<file path="config.mk">
export PLATFORM = sky130hd
export DESIGN_NAME = decode_stage_flat
export DESIGN_NICKNAME = d
export VERILOG_FILES = /design/src/rtl/decode_stage_if.sv /design/src/rtl/decode_stage.sv /design/src/flat_wrapper.sv
export SDC_FILE = /design/constraint.sdc
export NUM_CORES = 1
export LEC_CHECK = 0
export CAP_MARGIN = 20
export CORE_MARGIN = 10
export CORE_UTILIZATION = 30
export DETAILED_ROUTE_END_ITERATION = 10
export GPL_TIMING_DRIVEN = 0
export PLACE_DENSITY_LB_ADDON = 0.1
export SYNTH_ARGS = -nofsm -noshare
export SYNTH_HDL_FRONTEND = slang
export SYNTH_SLANG_ARGS = --single-unit
export TNS_END_PERCENT = 1
</file>
<file path="constraint.sdc">
create_clock -name clk -period 2.86 [get_ports clk]
set_input_delay 0.429 -clock clk [delete_from_list [all_inputs] [get_ports clk]]
set_output_delay 0.429 -clock clk [all_outputs]
set_load 0.01 [all_outputs]
</file>
<file path="src/rtl/decode_stage_if.sv">
// Fetch-to-execute bundle for the decode stage: instruction in, register-file read/writeback,
// and the decoded payload handed to execute. master = surrounding pipeline, slave = decode stage.
interface decode_stage_if #(parameter int XLEN = 32);
    logic            if_valid;
    logic [31:0]     if_instr;
    logic [XLEN-1:0] if_pc;
    logic            id_ready;
    logic            flush;

    logic [4:0]      rf_ra1;
    logic [4:0]      rf_ra2;
    logic [XLEN-1:0] rf_rd1;
    logic [XLEN-1:0] rf_rd2;

    logic            wb_we;
    logic [4:0]      wb_wa;
    logic [XLEN-1:0] wb_wd;

    logic            ex_ready;
    logic            ex_valid;
    logic [XLEN-1:0] ex_pc;
    logic [XLEN-1:0] ex_rs1_val;
    logic [XLEN-1:0] ex_rs2_val;
    logic [XLEN-1:0] ex_imm;
    logic [4:0]      ex_rd;
    logic [2:0]      ex_funct3;
    logic [3:0]      ex_alu_op;
    logic            ex_reg_we;
    logic            ex_is_load;
    logic            ex_is_store;
    logic            ex_is_branch;
    logic            ex_is_jal;
    logic            ex_is_jalr;
    logic            ex_is_lui;
    logic            ex_is_auipc;
    logic            ex_illegal;

    modport master (
        output if_valid, if_instr, if_pc, flush, rf_rd1, rf_rd2, wb_we, wb_wa, wb_wd, ex_ready,
        input  id_ready, rf_ra1, rf_ra2, ex_valid, ex_pc, ex_rs1_val, ex_rs2_val, ex_imm,
               ex_rd, ex_funct3, ex_alu_op, ex_reg_we, ex_is_load, ex_is_store, ex_is_branch,
               ex_is_jal, ex_is_jalr, ex_is_lui, ex_is_auipc, ex_illegal
    );

    modport slave (
        input  if_valid, if_instr, if_pc, flush, rf_rd1, rf_rd2, wb_we, wb_wa, wb_wd, ex_ready,
        output id_ready, rf_ra1, rf_ra2, ex_valid, ex_pc, ex_rs1_val, ex_rs2_val, ex_imm,
               ex_rd, ex_funct3, ex_alu_op, ex_reg_we, ex_is_load, ex_is_store, ex_is_branch,
               ex_is_jal, ex_is_jalr, ex_is_lui, ex_is_auipc, ex_illegal
    );
endinterface

</file>
<file path="src/rtl/decode_stage.sv">
// RV32I decode stage: one-cycle registered decode with writeback bypass and load-use stall.
// Holds its output while execute is not ready; flush empties it, rst clears everything.
module decode_stage #(
    parameter int XLEN = 32
) (
    input  logic          clk,
    input  logic          rst,
    decode_stage_if.slave bus
);
    localparam logic [6:0] OPC_LUI    = 7'b0110111;
    localparam logic [6:0] OPC_AUIPC  = 7'b0010111;
    localparam logic [6:0] OPC_JAL    = 7'b1101111;
    localparam logic [6:0] OPC_JALR   = 7'b1100111;
    localparam logic [6:0] OPC_BRANCH = 7'b1100011;
    localparam logic [6:0] OPC_LOAD   = 7'b0000011;
    localparam logic [6:0] OPC_STORE  = 7'b0100011;
    localparam logic [6:0] OPC_OPIMM  = 7'b0010011;
    localparam logic [6:0] OPC_OP     = 7'b0110011;

    logic [31:0] instr;
    logic [6:0]  opcode;
    logic [4:0]  rd;
    logic [4:0]  rs1;
    logic [4:0]  rs2;
    logic [2:0]  funct3;

    assign instr  = bus.if_instr;
    assign opcode = instr[6:0];
    assign rd     = instr[11:7];
    assign funct3 = instr[14:12];
    assign rs1    = instr[19:15];
    assign rs2    = instr[24:20];

    assign bus.rf_ra1 = rs1;
    assign bus.rf_ra2 = rs2;

    logic [XLEN-1:0] imm_i, imm_s, imm_b, imm_u, imm_j;

    assign imm_i = {{(XLEN-12){instr[31]}}, instr[31:20]};
    assign imm_s = {{(XLEN-12){instr[31]}}, instr[31:25], instr[11:7]};
    assign imm_b = {{(XLEN-13){instr[31]}}, instr[31], instr[7], instr[30:25], instr[11:8], 1'b0};
    assign imm_u = {instr[31:12], 12'b0};
    assign imm_j = {{(XLEN-21){instr[31]}}, instr[31], instr[19:12], instr[20], instr[30:21], 1'b0};

    logic            d_lui, d_auipc, d_jal, d_jalr, d_branch, d_load, d_store, d_illegal;
    logic            d_writes;
    logic [XLEN-1:0] d_imm;
    logic [3:0]      d_alu_op;

    always_comb begin
        d_lui     = 1'b0;
        d_auipc   = 1'b0;
        d_jal     = 1'b0;
        d_jalr    = 1'b0;
        d_branch  = 1'b0;
        d_load    = 1'b0;
        d_store   = 1'b0;
        d_illegal = 1'b0;
        d_writes  = 1'b0;
        d_imm     = '0;
        d_alu_op  = 4'b0000;
        case (opcode)
            OPC_LUI:    begin d_lui    = 1'b1; d_writes = 1'b1; d_imm = imm_u; end
            OPC_AUIPC:  begin d_auipc  = 1'b1; d_writes = 1'b1; d_imm = imm_u; end
            OPC_JAL:    begin d_jal    = 1'b1; d_writes = 1'b1; d_imm = imm_j; end
            OPC_JALR:   begin d_jalr   = 1'b1; d_writes = 1'b1; d_imm = imm_i; end
            OPC_BRANCH: begin d_branch = 1'b1;                  d_imm = imm_b; end
            OPC_LOAD:   begin d_load   = 1'b1; d_writes = 1'b1; d_imm = imm_i; end
            OPC_STORE:  begin d_store  = 1'b1;                  d_imm = imm_s; end
            OPC_OPIMM: begin
                d_writes = 1'b1;
                d_imm    = imm_i;
                // shift-immediates carry the arithmetic/logical select in instr[30]
                d_alu_op = (funct3 == 3'b101) ? {instr[30], funct3} : {1'b0, funct3};
            end
            OPC_OP: begin
                d_writes = 1'b1;
                d_alu_op = {instr[30], funct3};
            end
            default:    d_illegal = 1'b1;
        endcase
    end

    logic uses_rs1, uses_rs2;
    assign uses_rs1 = ~(d_lui | d_auipc | d_jal);
    assign uses_rs2 = d_branch | d_store | (opcode == OPC_OP);

    function automatic logic [XLEN-1:0] pick_operand(
        input logic [4:0]      rs,
        input logic [XLEN-1:0] rf_val,
        input logic            we,
        input logic [4:0]      wa,
        input logic [XLEN-1:0] wd
    );
        if (rs == 5'd0)
            return '0;
        else if (we && (wa == rs))
            return wd;
        else
            return rf_val;
    endfunction

    logic [XLEN-1:0] rs1_val, rs2_val;
    assign rs1_val = pick_operand(rs1, bus.rf_rd1, bus.wb_we, bus.wb_wa, bus.wb_wd);
    assign rs2_val = pick_operand(rs2, bus.rf_rd2, bus.wb_we, bus.wb_wa, bus.wb_wd);

    logic hazard, capture;
    assign hazard = bus.ex_valid & bus.ex_is_load & (bus.ex_rd != 5'd0) &
                    ((uses_rs1 & (bus.ex_rd == rs1)) | (uses_rs2 & (bus.ex_rd == rs2)));
    assign bus.id_ready = (~bus.ex_valid | bus.ex_ready) & ~hazard & ~bus.flush;
    assign capture      = bus.if_valid & bus.id_ready;

    always_ff @(posedge clk) begin
        if (rst) begin
            bus.ex_valid     <= 1'b0;
            bus.ex_pc        <= '0;
            bus.ex_rs1_val   <= '0;
            bus.ex_rs2_val   <= '0;
            bus.ex_imm       <= '0;
            bus.ex_rd        <= '0;
            bus.ex_funct3    <= '0;
            bus.ex_alu_op    <= '0;
            bus.ex_reg_we    <= 1'b0;
            bus.ex_is_load   <= 1'b0;
            bus.ex_is_store  <= 1'b0;
            bus.ex_is_branch <= 1'b0;
            bus.ex_is_jal    <= 1'b0;
            bus.ex_is_jalr   <= 1'b0;
            bus.ex_is_lui    <= 1'b0;
            bus.ex_is_auipc  <= 1'b0;
            bus.ex_illegal   <= 1'b0;
        end else if (bus.flush) begin
            bus.ex_valid <= 1'b0;
        end else if (capture) begin
            bus.ex_valid     <= 1'b1;
            bus.ex_pc        <= bus.if_pc;
            bus.ex_rs1_val   <= rs1_val;
            bus.ex_rs2_val   <= rs2_val;
            bus.ex_imm       <= d_imm;
            bus.ex_rd        <= rd;
            bus.ex_funct3    <= funct3;
            bus.ex_alu_op    <= d_alu_op;
            bus.ex_reg_we    <= d_writes & (rd != 5'd0);
            bus.ex_is_load   <= d_load;
            bus.ex_is_store  <= d_store;
            bus.ex_is_branch <= d_branch;
            bus.ex_is_jal    <= d_jal;
            bus.ex_is_jalr   <= d_jalr;
            bus.ex_is_lui    <= d_lui;
            bus.ex_is_auipc  <= d_auipc;
            bus.ex_illegal   <= d_illegal;
        end else if (bus.ex_ready) begin
            bus.ex_valid <= 1'b0;
        end
    end
endmodule

</file>
<file path="src/flat_wrapper.sv">
// flat-port wrapper written by rule: the top's interface ports become plain ports
module decode_stage_flat 
#(
    parameter int XLEN = 32
)
  (clk, rst, bus_if_valid, bus_if_instr, bus_if_pc, bus_flush, bus_rf_rd1, bus_rf_rd2, bus_wb_we, bus_wb_wa, bus_wb_wd, bus_ex_ready, bus_id_ready, bus_rf_ra1, bus_rf_ra2, bus_ex_valid, bus_ex_pc, bus_ex_rs1_val, bus_ex_rs2_val, bus_ex_imm, bus_ex_rd, bus_ex_funct3, bus_ex_alu_op, bus_ex_reg_we, bus_ex_is_load, bus_ex_is_store, bus_ex_is_branch, bus_ex_is_jal, bus_ex_is_jalr, bus_ex_is_lui, bus_ex_is_auipc, bus_ex_illegal);
  decode_stage_if #(.XLEN(XLEN)) bus_i ();
  input  logic clk;
  input  logic rst;
  input wire logic [$bits(bus_i.if_valid)-1:0] bus_if_valid;
  input wire logic [$bits(bus_i.if_instr)-1:0] bus_if_instr;
  input wire logic [$bits(bus_i.if_pc)-1:0] bus_if_pc;
  input wire logic [$bits(bus_i.flush)-1:0] bus_flush;
  input wire logic [$bits(bus_i.rf_rd1)-1:0] bus_rf_rd1;
  input wire logic [$bits(bus_i.rf_rd2)-1:0] bus_rf_rd2;
  input wire logic [$bits(bus_i.wb_we)-1:0] bus_wb_we;
  input wire logic [$bits(bus_i.wb_wa)-1:0] bus_wb_wa;
  input wire logic [$bits(bus_i.wb_wd)-1:0] bus_wb_wd;
  input wire logic [$bits(bus_i.ex_ready)-1:0] bus_ex_ready;
  output wire logic [$bits(bus_i.id_ready)-1:0] bus_id_ready;
  output wire logic [$bits(bus_i.rf_ra1)-1:0] bus_rf_ra1;
  output wire logic [$bits(bus_i.rf_ra2)-1:0] bus_rf_ra2;
  output wire logic [$bits(bus_i.ex_valid)-1:0] bus_ex_valid;
  output wire logic [$bits(bus_i.ex_pc)-1:0] bus_ex_pc;
  output wire logic [$bits(bus_i.ex_rs1_val)-1:0] bus_ex_rs1_val;
  output wire logic [$bits(bus_i.ex_rs2_val)-1:0] bus_ex_rs2_val;
  output wire logic [$bits(bus_i.ex_imm)-1:0] bus_ex_imm;
  output wire logic [$bits(bus_i.ex_rd)-1:0] bus_ex_rd;
  output wire logic [$bits(bus_i.ex_funct3)-1:0] bus_ex_funct3;
  output wire logic [$bits(bus_i.ex_alu_op)-1:0] bus_ex_alu_op;
  output wire logic [$bits(bus_i.ex_reg_we)-1:0] bus_ex_reg_we;
  output wire logic [$bits(bus_i.ex_is_load)-1:0] bus_ex_is_load;
  output wire logic [$bits(bus_i.ex_is_store)-1:0] bus_ex_is_store;
  output wire logic [$bits(bus_i.ex_is_branch)-1:0] bus_ex_is_branch;
  output wire logic [$bits(bus_i.ex_is_jal)-1:0] bus_ex_is_jal;
  output wire logic [$bits(bus_i.ex_is_jalr)-1:0] bus_ex_is_jalr;
  output wire logic [$bits(bus_i.ex_is_lui)-1:0] bus_ex_is_lui;
  output wire logic [$bits(bus_i.ex_is_auipc)-1:0] bus_ex_is_auipc;
  output wire logic [$bits(bus_i.ex_illegal)-1:0] bus_ex_illegal;
  assign bus_i.if_valid = bus_if_valid;
  assign bus_i.if_instr = bus_if_instr;
  assign bus_i.if_pc = bus_if_pc;
  assign bus_i.flush = bus_flush;
  assign bus_i.rf_rd1 = bus_rf_rd1;
  assign bus_i.rf_rd2 = bus_rf_rd2;
  assign bus_i.wb_we = bus_wb_we;
  assign bus_i.wb_wa = bus_wb_wa;
  assign bus_i.wb_wd = bus_wb_wd;
  assign bus_i.ex_ready = bus_ex_ready;
  assign bus_id_ready = bus_i.id_ready;
  assign bus_rf_ra1 = bus_i.rf_ra1;
  assign bus_rf_ra2 = bus_i.rf_ra2;
  assign bus_ex_valid = bus_i.ex_valid;
  assign bus_ex_pc = bus_i.ex_pc;
  assign bus_ex_rs1_val = bus_i.ex_rs1_val;
  assign bus_ex_rs2_val = bus_i.ex_rs2_val;
  assign bus_ex_imm = bus_i.ex_imm;
  assign bus_ex_rd = bus_i.ex_rd;
  assign bus_ex_funct3 = bus_i.ex_funct3;
  assign bus_ex_alu_op = bus_i.ex_alu_op;
  assign bus_ex_reg_we = bus_i.ex_reg_we;
  assign bus_ex_is_load = bus_i.ex_is_load;
  assign bus_ex_is_store = bus_i.ex_is_store;
  assign bus_ex_is_branch = bus_i.ex_is_branch;
  assign bus_ex_is_jal = bus_i.ex_is_jal;
  assign bus_ex_is_jalr = bus_i.ex_is_jalr;
  assign bus_ex_is_lui = bus_i.ex_is_lui;
  assign bus_ex_is_auipc = bus_i.ex_is_auipc;
  assign bus_ex_illegal = bus_i.ex_illegal;
  decode_stage #(.XLEN(XLEN)) u_core (.clk(clk), .rst(rst), .bus(bus_i));
endmodule
</file>
==> out/qor.csv, run 1 <==
stage,metric,value,unit
route,Routed WL per cell,22.3,um
placement,GP Congestion,0.928,
worst_setup_path,r2r worst-path depth,7,
job,Max-cap violations,0,
yosys,Synth cell types,54,
worst_setup_path,WP buf/inv,5,
yosys,Post-synth EDFFs,0,
cts,Max Root-Sink Buffers,2,
timing,Setup Viol. Count Final,0,
pwr,standby leakage power,0.00484,uW
cells_and_area,layout cells sized above 1,8.14,%
pwr,VDD IR max,0.283,mV
worst_setup_path,Worst setup EP type,primary output,
cts,hold_buf cts,0,
pwr,pwr/cell area,453,nW/um^2
route,routed vias,8602,
timing,final-report max-slew violation count,0,
run_status,status,"finished, final reports clean",
global_route,antenna violations before repair,5,
yosys,synth warn,0,
placement,post-DP HPWL,28400,um
floorplanning,initial core utilization,30.6,%
worst_setup_path,WP depth,8,
global_route,Overall Global Routing Usage,20.7,%
route,DRC Markers,0,
route,M1 WL,15600,um
placement,"worst slack, placed",-0.756,ns
worst_setup_path,kind of start point of the critical path,input port,
floorplanning,Rows,59,
cells_and_area,final net count,1460,
worst_setup_path,R2R Path End,u_core.bus.ex_imm[29],
pwr,P_int,3950,uW
timing,Final Hold Fails,0,
worst_setup_path,CP startpoint,bus_if_instr[3],
pwr,sequential power share,40.1,%
pwr,Psw,1650,uW
worst_setup_path,crit path capture,bus_id_ready,
cts,CTS Buf Count,17,
placement,I/O Buffers,330,
floorplanning,Die Span Y,183,um
yosys,synthesized cell area,7980,um^2
worst_setup_path,R2R setup slack,0.39,ns
floorplanning,Die Area,33500,um^2
yosys,Main synth FF type,dfxtp_1,
worst_setup_path,WS Path Type,in2out,
yosys,number of synthesized register bits,150,
floorplanning,core area,26100,um^2
cts,clock insertion delay at the later pin of the skew report,0.44,ns
worst_setup_path,Crit path largest cell delay,0.48,ns
timing,Achievable Freq,363,MHz
pwr,Comb pwr share,19.6,%
global_route,first-pass GRT wire length,53600,um
yosys,register area share after synthesis,37.6,%
cts,CTS tree,done,
cells_and_area,number of fill cells in the layout,2647,
global_route,vias in the first global route,8741,
yosys,synthesized netlist cell count,935,
route,Routed WL,36500,um
cts,clock root buffer,clkbuf_16,
route,DRT Pass-1 Iters,6,
floorplanning,Die X,183,um
worst_setup_path,"Cell Chain, Critical Path","dlygate4sd2_1, nand4bb_1, clkbuf_8, or4_1, buf_6, buf_4, and3_1, clkdlybuf4s15_1",
global_route,"Remaining Overflow, GRT",0,
timing,RSZ-0062 raised after global routing,no,
cts,H-tree depth,4,
global_route,largest net degree at the start of global routing,17,
cts,clk sinks,150,
yosys,syn_nets,1106,
route,DR iter-0 viols,631,
pwr,switching share of power,29.4,%
cells_and_area,Area Growth Syn to Fin,54.7,%
worst_setup_path,peak fanout along the critical path,10,
yosys,"FFs w/ async S/R, synth",0,%
worst_setup_path,slowest CP cell,or4_1,
route,met3 WL,3320,um
worst_setup_path,Worst Path Arrival,2.32,ns
worst_setup_path,crit-path leading delay family,buffers and inverters,
route,ANT nets after route,0,
timing,final worst-path cycle share,96.2,%
timing,min cycle time layout,2.75,ns
worst_setup_path,Worst Path Required,2.43,ns
yosys,Avg Synthesized Cell Area,8.54,um^2
pwr,Pwr Total,5600,uW
floorplanning,IO Pins,332,
timing,clk_skew,0.0149,ns
timing,worst relative slew slack,47.8,%
pwr,Clk network pwr share,40.2,%
route,DR top layer,met5,
timing,Least-Margin Pin Slew,0.776,ns
route,via/cell ratio,5.25,
worst_hold_path,hold crit path type,in2reg,
timing,Final WS setup,0.108,ns
route,met2 routed WL,17000,um
cts,clock slew at reported path FFs,0.07,ns
worst_setup_path,RR Startpoint,u_core.bus.ex_rd[0],
[synthesized netlist by cell type, drive strengths merged (12+ instances only)]
library cell	instances	share of area (%)
buf	45	3.8
a211oi	14	1.3
o31ai	43	4.0
dfxtp	150	38
a311oi	12	1.3
a31oi	25	2.0
nand3	12	0.81
a21boi	63	5.9
and3	63	4.9
o21ai	65	4.1
xnor2	12	1.3
a21oi	48	3.1
nand2	95	4.5
clkbuf	73	3.4
a22oi	12	1.1
mux2i	77	9.7
nand4	43	3.4
[worst register-to-register path, delay by kind of cell, from the launching register on]
kind	cells	cell delay [ns]
and+or+nand+nor	3	1.14
buffers and inverters	2	0.52
DFF	1	0.36
AOI/OAI and AO/OA	2	0.32
[placed cells by master (no fill, tap or decap), types with 3 or more instances in the layout]
| cell | instances |
|---|---|
| a211oi_1 | 14 |
| a21boi_0 | 62 |
| a21oi_1 | 46 |
| a22oi_1 | 12 |
| a311oi_1 | 12 |
| a31oi_1 | 25 |
| and2_1 | 4 |
| and3_1 | 63 |
| buf_2 | 16 |
| buf_4 | 24 |
| buf_6 | 9 |
| clkbuf_1 | 71 |
| clkbuf_16 | 17 |
| clkbuf_8 | 4 |
| clkdlybuf4s50_1 | 313 |
| dfxtp_1 | 146 |
| dfxtp_2 | 4 |
| dlygate4sd2_1 | 15 |
| inv_6 | 5 |
| inv_8 | 3 |
| mux2_2 | 5 |
| mux2i_1 | 77 |
| nand2_1 | 95 |
| nand2b_1 | 8 |
| nand3_1 | 11 |
| nand4_1 | 43 |
| nor2_1 | 10 |
| nor2b_1 | 5 |
| nor3_1 | 9 |
| o21ai_0 | 47 |
| o21ai_1 | 18 |
| o31ai_1 | 43 |
| or4_1 | 5 |
| xnor2_1 | 12 |
| xor2_1 | 8 |
[logic make-up (layout without fill, tap and decap cells)]
family | Yosys count | in the layout | share of synthesized area, %
AND/OR/NAND/NOR | 270 | 270 | 18.3
flip-flops | 150 | 150 | 37.6
multiplexers | 83 | 83 | 10.5
other | 0 | 2 | 0
AO/OA/AOI/OAI | 292 | 292 | 24.0
XOR/XNOR | 20 | 20 | 2.19
buffers and inverters | 120 | 487 | 7.33
[state kept, by name (all words and copies together), names as in the netlist, 3 cells and up]
name and count:
u_core.bus.ex_pc 32, u_core.bus.ex_rd 5, u_core.bus.ex_imm 32, u_core.bus.ex_alu_op 4, u_core.bus.ex_rs1_val 32, u_core.bus.ex_rs2_val 32, u_core.bus.ex_funct3 3
[routing by layer]
layer,global-route usage (%),vias to the layer above
met5,0,-
met1,24.6,4085
met2,34.2,319
met3,7.94,33
li1,-,4159
met4,5.44,6
[area by class of cell]
cell class	count	area, um^2	share of cell area, %
clock buffer	19	453	3.67
clock inverter	13	113	0.912
buffer	116	609	4.93
inverter	2	7.51	0.0608
sequential	150	3010	24.4
multi-input combinational	665	4410	35.7
tap	335	419	3.39
timing repair buffer	337	3330	27.0
antenna	2	5.00	0.0405
[metrics by stage]
stage               hold WS, ns  setup TNS, ns  cells  util, %  area [um^2]
finish                    0.364              0   1639     47.3        12400
global placement          0.444         -27.58   1600     44.8        11700
CTS                       0.350              0   1636     47.2        12300
floorplan                 0.482              0    935        -         7980
global route              0.373              0   1637     47.2        12300
detailed placement        0.451         -28.15   1601     44.8        11700
[what timing repair did]
action / in CTS / in global routing
buffers inserted: 5 / 0
pin swaps: 3 / 1
setup endpoints to repair: 4 / 2
resized for setup: 35 / 4
hold endpoints to repair: 0 / 0
[worst min path at each step]
stage                                    startpoint                        end  slack, ns  depth (start not counted)
final                               bus_if_instr[6]      u_core.bus.ex_is_load       0.36                          4
after CTS                           bus_if_instr[6]      u_core.bus.ex_is_load       0.35                          4
after global placement    u_core.bus.ex_rs1_val[23]  u_core.bus.ex_rs1_val[23]       0.44                          2
after detailed placement  u_core.bus.ex_rs2_val[14]  u_core.bus.ex_rs2_val[14]       0.45                          2
after floorplan               u_core.bus.ex_illegal      u_core.bus.ex_illegal       0.48                          2
after global routing                bus_if_instr[6]      u_core.bus.ex_is_load       0.37                          4
[power by group through the flow]
stage | clock network, uW | logic (uW) | registers, uW
final | 2250 | 1100 | 2250
after CTS | 2290 | 1100 | 2250
after detailed placement | 0 | 1100 | 2290
after global routing | 2370 | 1180 | 2260
after global placement | 0 | 1100 | 2290
after floorplan | 0 | 411 | 2330
Note: power is estimated with default switching activity, not from simulation.
==> inputs of run 2 (changes only) <==
--- a/config.mk
+++ b/config.mk
@@ -10,7 +10,7 @@
 export CORE_UTILIZATION = 30
 export DETAILED_ROUTE_END_ITERATION = 10
 export GPL_TIMING_DRIVEN = 0
-export PLACE_DENSITY_LB_ADDON = 0.1
+export PLACE_DENSITY_LB_ADDON = 0.12
 export SYNTH_ARGS = -nofsm -noshare
 export SYNTH_HDL_FRONTEND = slang
 export SYNTH_SLANG_ARGS = --single-unit
==> out/qor.csv, run 2 (synthesis results as in run 1) <==
stage,metric,value,unit
timing,worst relative slew slack,50.0,%
floorplanning,core area,26100,um^2
worst_setup_path,WS Path Type,in2out,
route,ANT nets after route,0,
route,routed vias,8545,
timing,Final WS setup,0.125,ns
cts,CTS Buf Count,17,
job,Max-cap violations,0,
route,Routed WL per cell,22.2,um
route,Routed WL,36400,um
timing,Least-Margin Pin Slew,0.744,ns
cells_and_area,Non-Filler Instances,1639,
run_status,status,"finished, final reports clean",
floorplanning,Die Area,33500,um^2
worst_setup_path,Worst setup EP type,primary output,
cts,Max Root-Sink Buffers,2,
worst_hold_path,hold crit path type,in2reg,
placement,GP Congestion,0.859,
cts,H-tree depth,4,
cts,CTS tree,done,
worst_setup_path,slowest CP cell,clkdlybuf4s50_1,
pwr,pwr/cell area,465,nW/um^2
worst_setup_path,Crit path largest cell delay,0.49,ns
cells_and_area,"Core Util, Final",47.5,%
placement,Cells after DPL,1601,
cells_and_area,layout cells sized above 1,8.37,%
route,DR iter-0 viols,584,
timing,Achievable Freq,366,MHz
floorplanning,Rows,59,
timing,hold slack,0.349,ns
timing,RSZ-0062 raised after global routing,no,
placement,Post-DP Area,11700,um^2
global_route,GR Layer Usage met2,33.6,%
timing,clk_skew,0.0156,ns
global_route,met1 Track Usage GR,24.7,%
global_route,first-pass GRT wire length,53600,um
timing,final worst-path cycle share,95.6,%
cts,hold_buf cts,0,
route,via/cell ratio,5.21,
cells_and_area,post-route cell area,12400,um^2
cts,clock slew at reported path FFs,0.07,ns
worst_setup_path,WP buf/inv,5,
worst_setup_path,Worst Path Arrival,2.31,ns
global_route,vias in the first global route,8797,
floorplanning,initial core utilization,30.6,%
pwr,VDD IR max,0.279,mV
cells_and_area,Area Growth Syn to Fin,55.3,%
placement,"worst slack, placed",-0.789,ns
worst_setup_path,Worst path most repeated cell,buf_6,
global_route,grt peak-use layer,met2,
route,DRT Pass-1 Iters,5,
cells_and_area,final net count,1460,
route,DRC Markers,0,
placement,I/O Buffers,330,
worst_setup_path,Worst Path Required,2.43,ns
cells_and_area,"commonest non-fill, non-tap cell in the layout",clkdlybuf4s50_1,
floorplanning,Die X,183,um
timing,min cycle time layout,2.73,ns
global_route,met3 usage,7.98,%
worst_setup_path,"Cell Chain, Critical Path","clkdlybuf4s50_1, nand4bb_1, buf_6, or4_1, buf_6, buf_4, and3_1, clkbuf_2",
timing,final-report max-slew violation count,0,
timing,Setup Viol. Count Final,0,
cells_and_area,"commonest non-fill, non-tap cells in the layout","314 x clkdlybuf4s50_1, 145 x dfxtp_1, 95 x nand2_1",
cts,clock root buffer,clkbuf_16,
pwr,standby leakage power,0.00487,uW
worst_setup_path,peak fanout along the critical path,10,
global_route,"Remaining Overflow, GRT",0,
floorplanning,Die Span Y,183,um
worst_setup_path,kind of start point of the critical path,input port,
cells_and_area,Multi-input gate area,4420,um^2
cts,clk sinks,150,
global_route,antenna violations before repair,2,
worst_setup_path,crit-path leading delay family,buffers and inverters,
global_route,largest net degree at the start of global routing,17,
floorplanning,IO Pins,332,
placement,post-DP HPWL,28500,um
global_route,Overall Global Routing Usage,20.6,%
cells_and_area,storage element area,3010,um^2
timing,Final Hold Fails,0,
cells_and_area,number of fill cells in the layout,2675,
cts,clock insertion delay at the later pin of the skew report,0.44,ns
## run 2: changes by cell type in the layout (fill, tap and decap cells not counted), moves of 2 or more
cell and change:
dlygate4sd2_1 -5, clkbuf_8 -3, bufinv_16 +2, clkbuf_2 +2, clkinv_4 -2, dlymetal6s2s_1 +2, inv_8 +2
## run 2: final timing paths
path	startpoint	to	slack [ns]	cells past startpoint
worst max register to register	u_core.bus.ex_rd[4]	u_core.bus.ex_rs2_val[12]	0.36	10
worst max-delay path	bus_if_instr[1]	bus_id_ready	0.13	8
worst min register to register	u_core.bus.ex_rs1_val[11]	u_core.bus.ex_rs1_val[11]	0.46	2
worst min-delay path	bus_if_instr[6]	u_core.bus.ex_is_load	0.35	4
## run 2: per-layer routing
layer / routed length (um) / share of wire [%] / vias up
li1: - / - / 4161
met1: 15500 / 43 / 4047
met2: 16800 / 46 / 301
met3: 3350 / 9.2 / 36
met4: 772 / 2.1 / 0
met5: 0 / 0 / -
## run 2: cell type report
type / count / share of cell area (%)
multi-input combinational: 665 / 35.6
timing repair buffer: 337 / 26.9
sequential: 150 / 24.3
buffer: 116 / 4.89
clock buffer: 17 / 3.43
tap: 335 / 3.38
clock inverter: 15 / 1.45
inverter: 2 / 0.0605
antenna: 2 / 0.0404
## run 2: power breakdown
| part | leakage (uW) | internal (uW) | switching (uW) |
|---|---|---|---|
| sequential | 0.00123 | 2190 | 57.4 |
| clock | 0.000295 | 1330 | 1090 |
| combinational | 0.00334 | 574 | 532 |
## run 2: timing repair
item / in CTS / in global routing
setup endpoints to repair: 6 / 1
buffers inserted: 3 / 3
pin swaps: 1 / 2
resized for setup: 31 / 14
## run 2: worst min-delay path: stages
cell and delay [ns]:
buf_6 0.12, nor3_1 0.07, nand2_1 0.06, mux2i_1 0.06
## run 2: metrics by stage
stage	power [uW]	TNS, ns
after floorplan	2740	0
after global placement	3390	-31.07
after detailed placement	3400	-29.85
after CTS	5820	-0.0506
after global routing	5970	0
final	5770	0
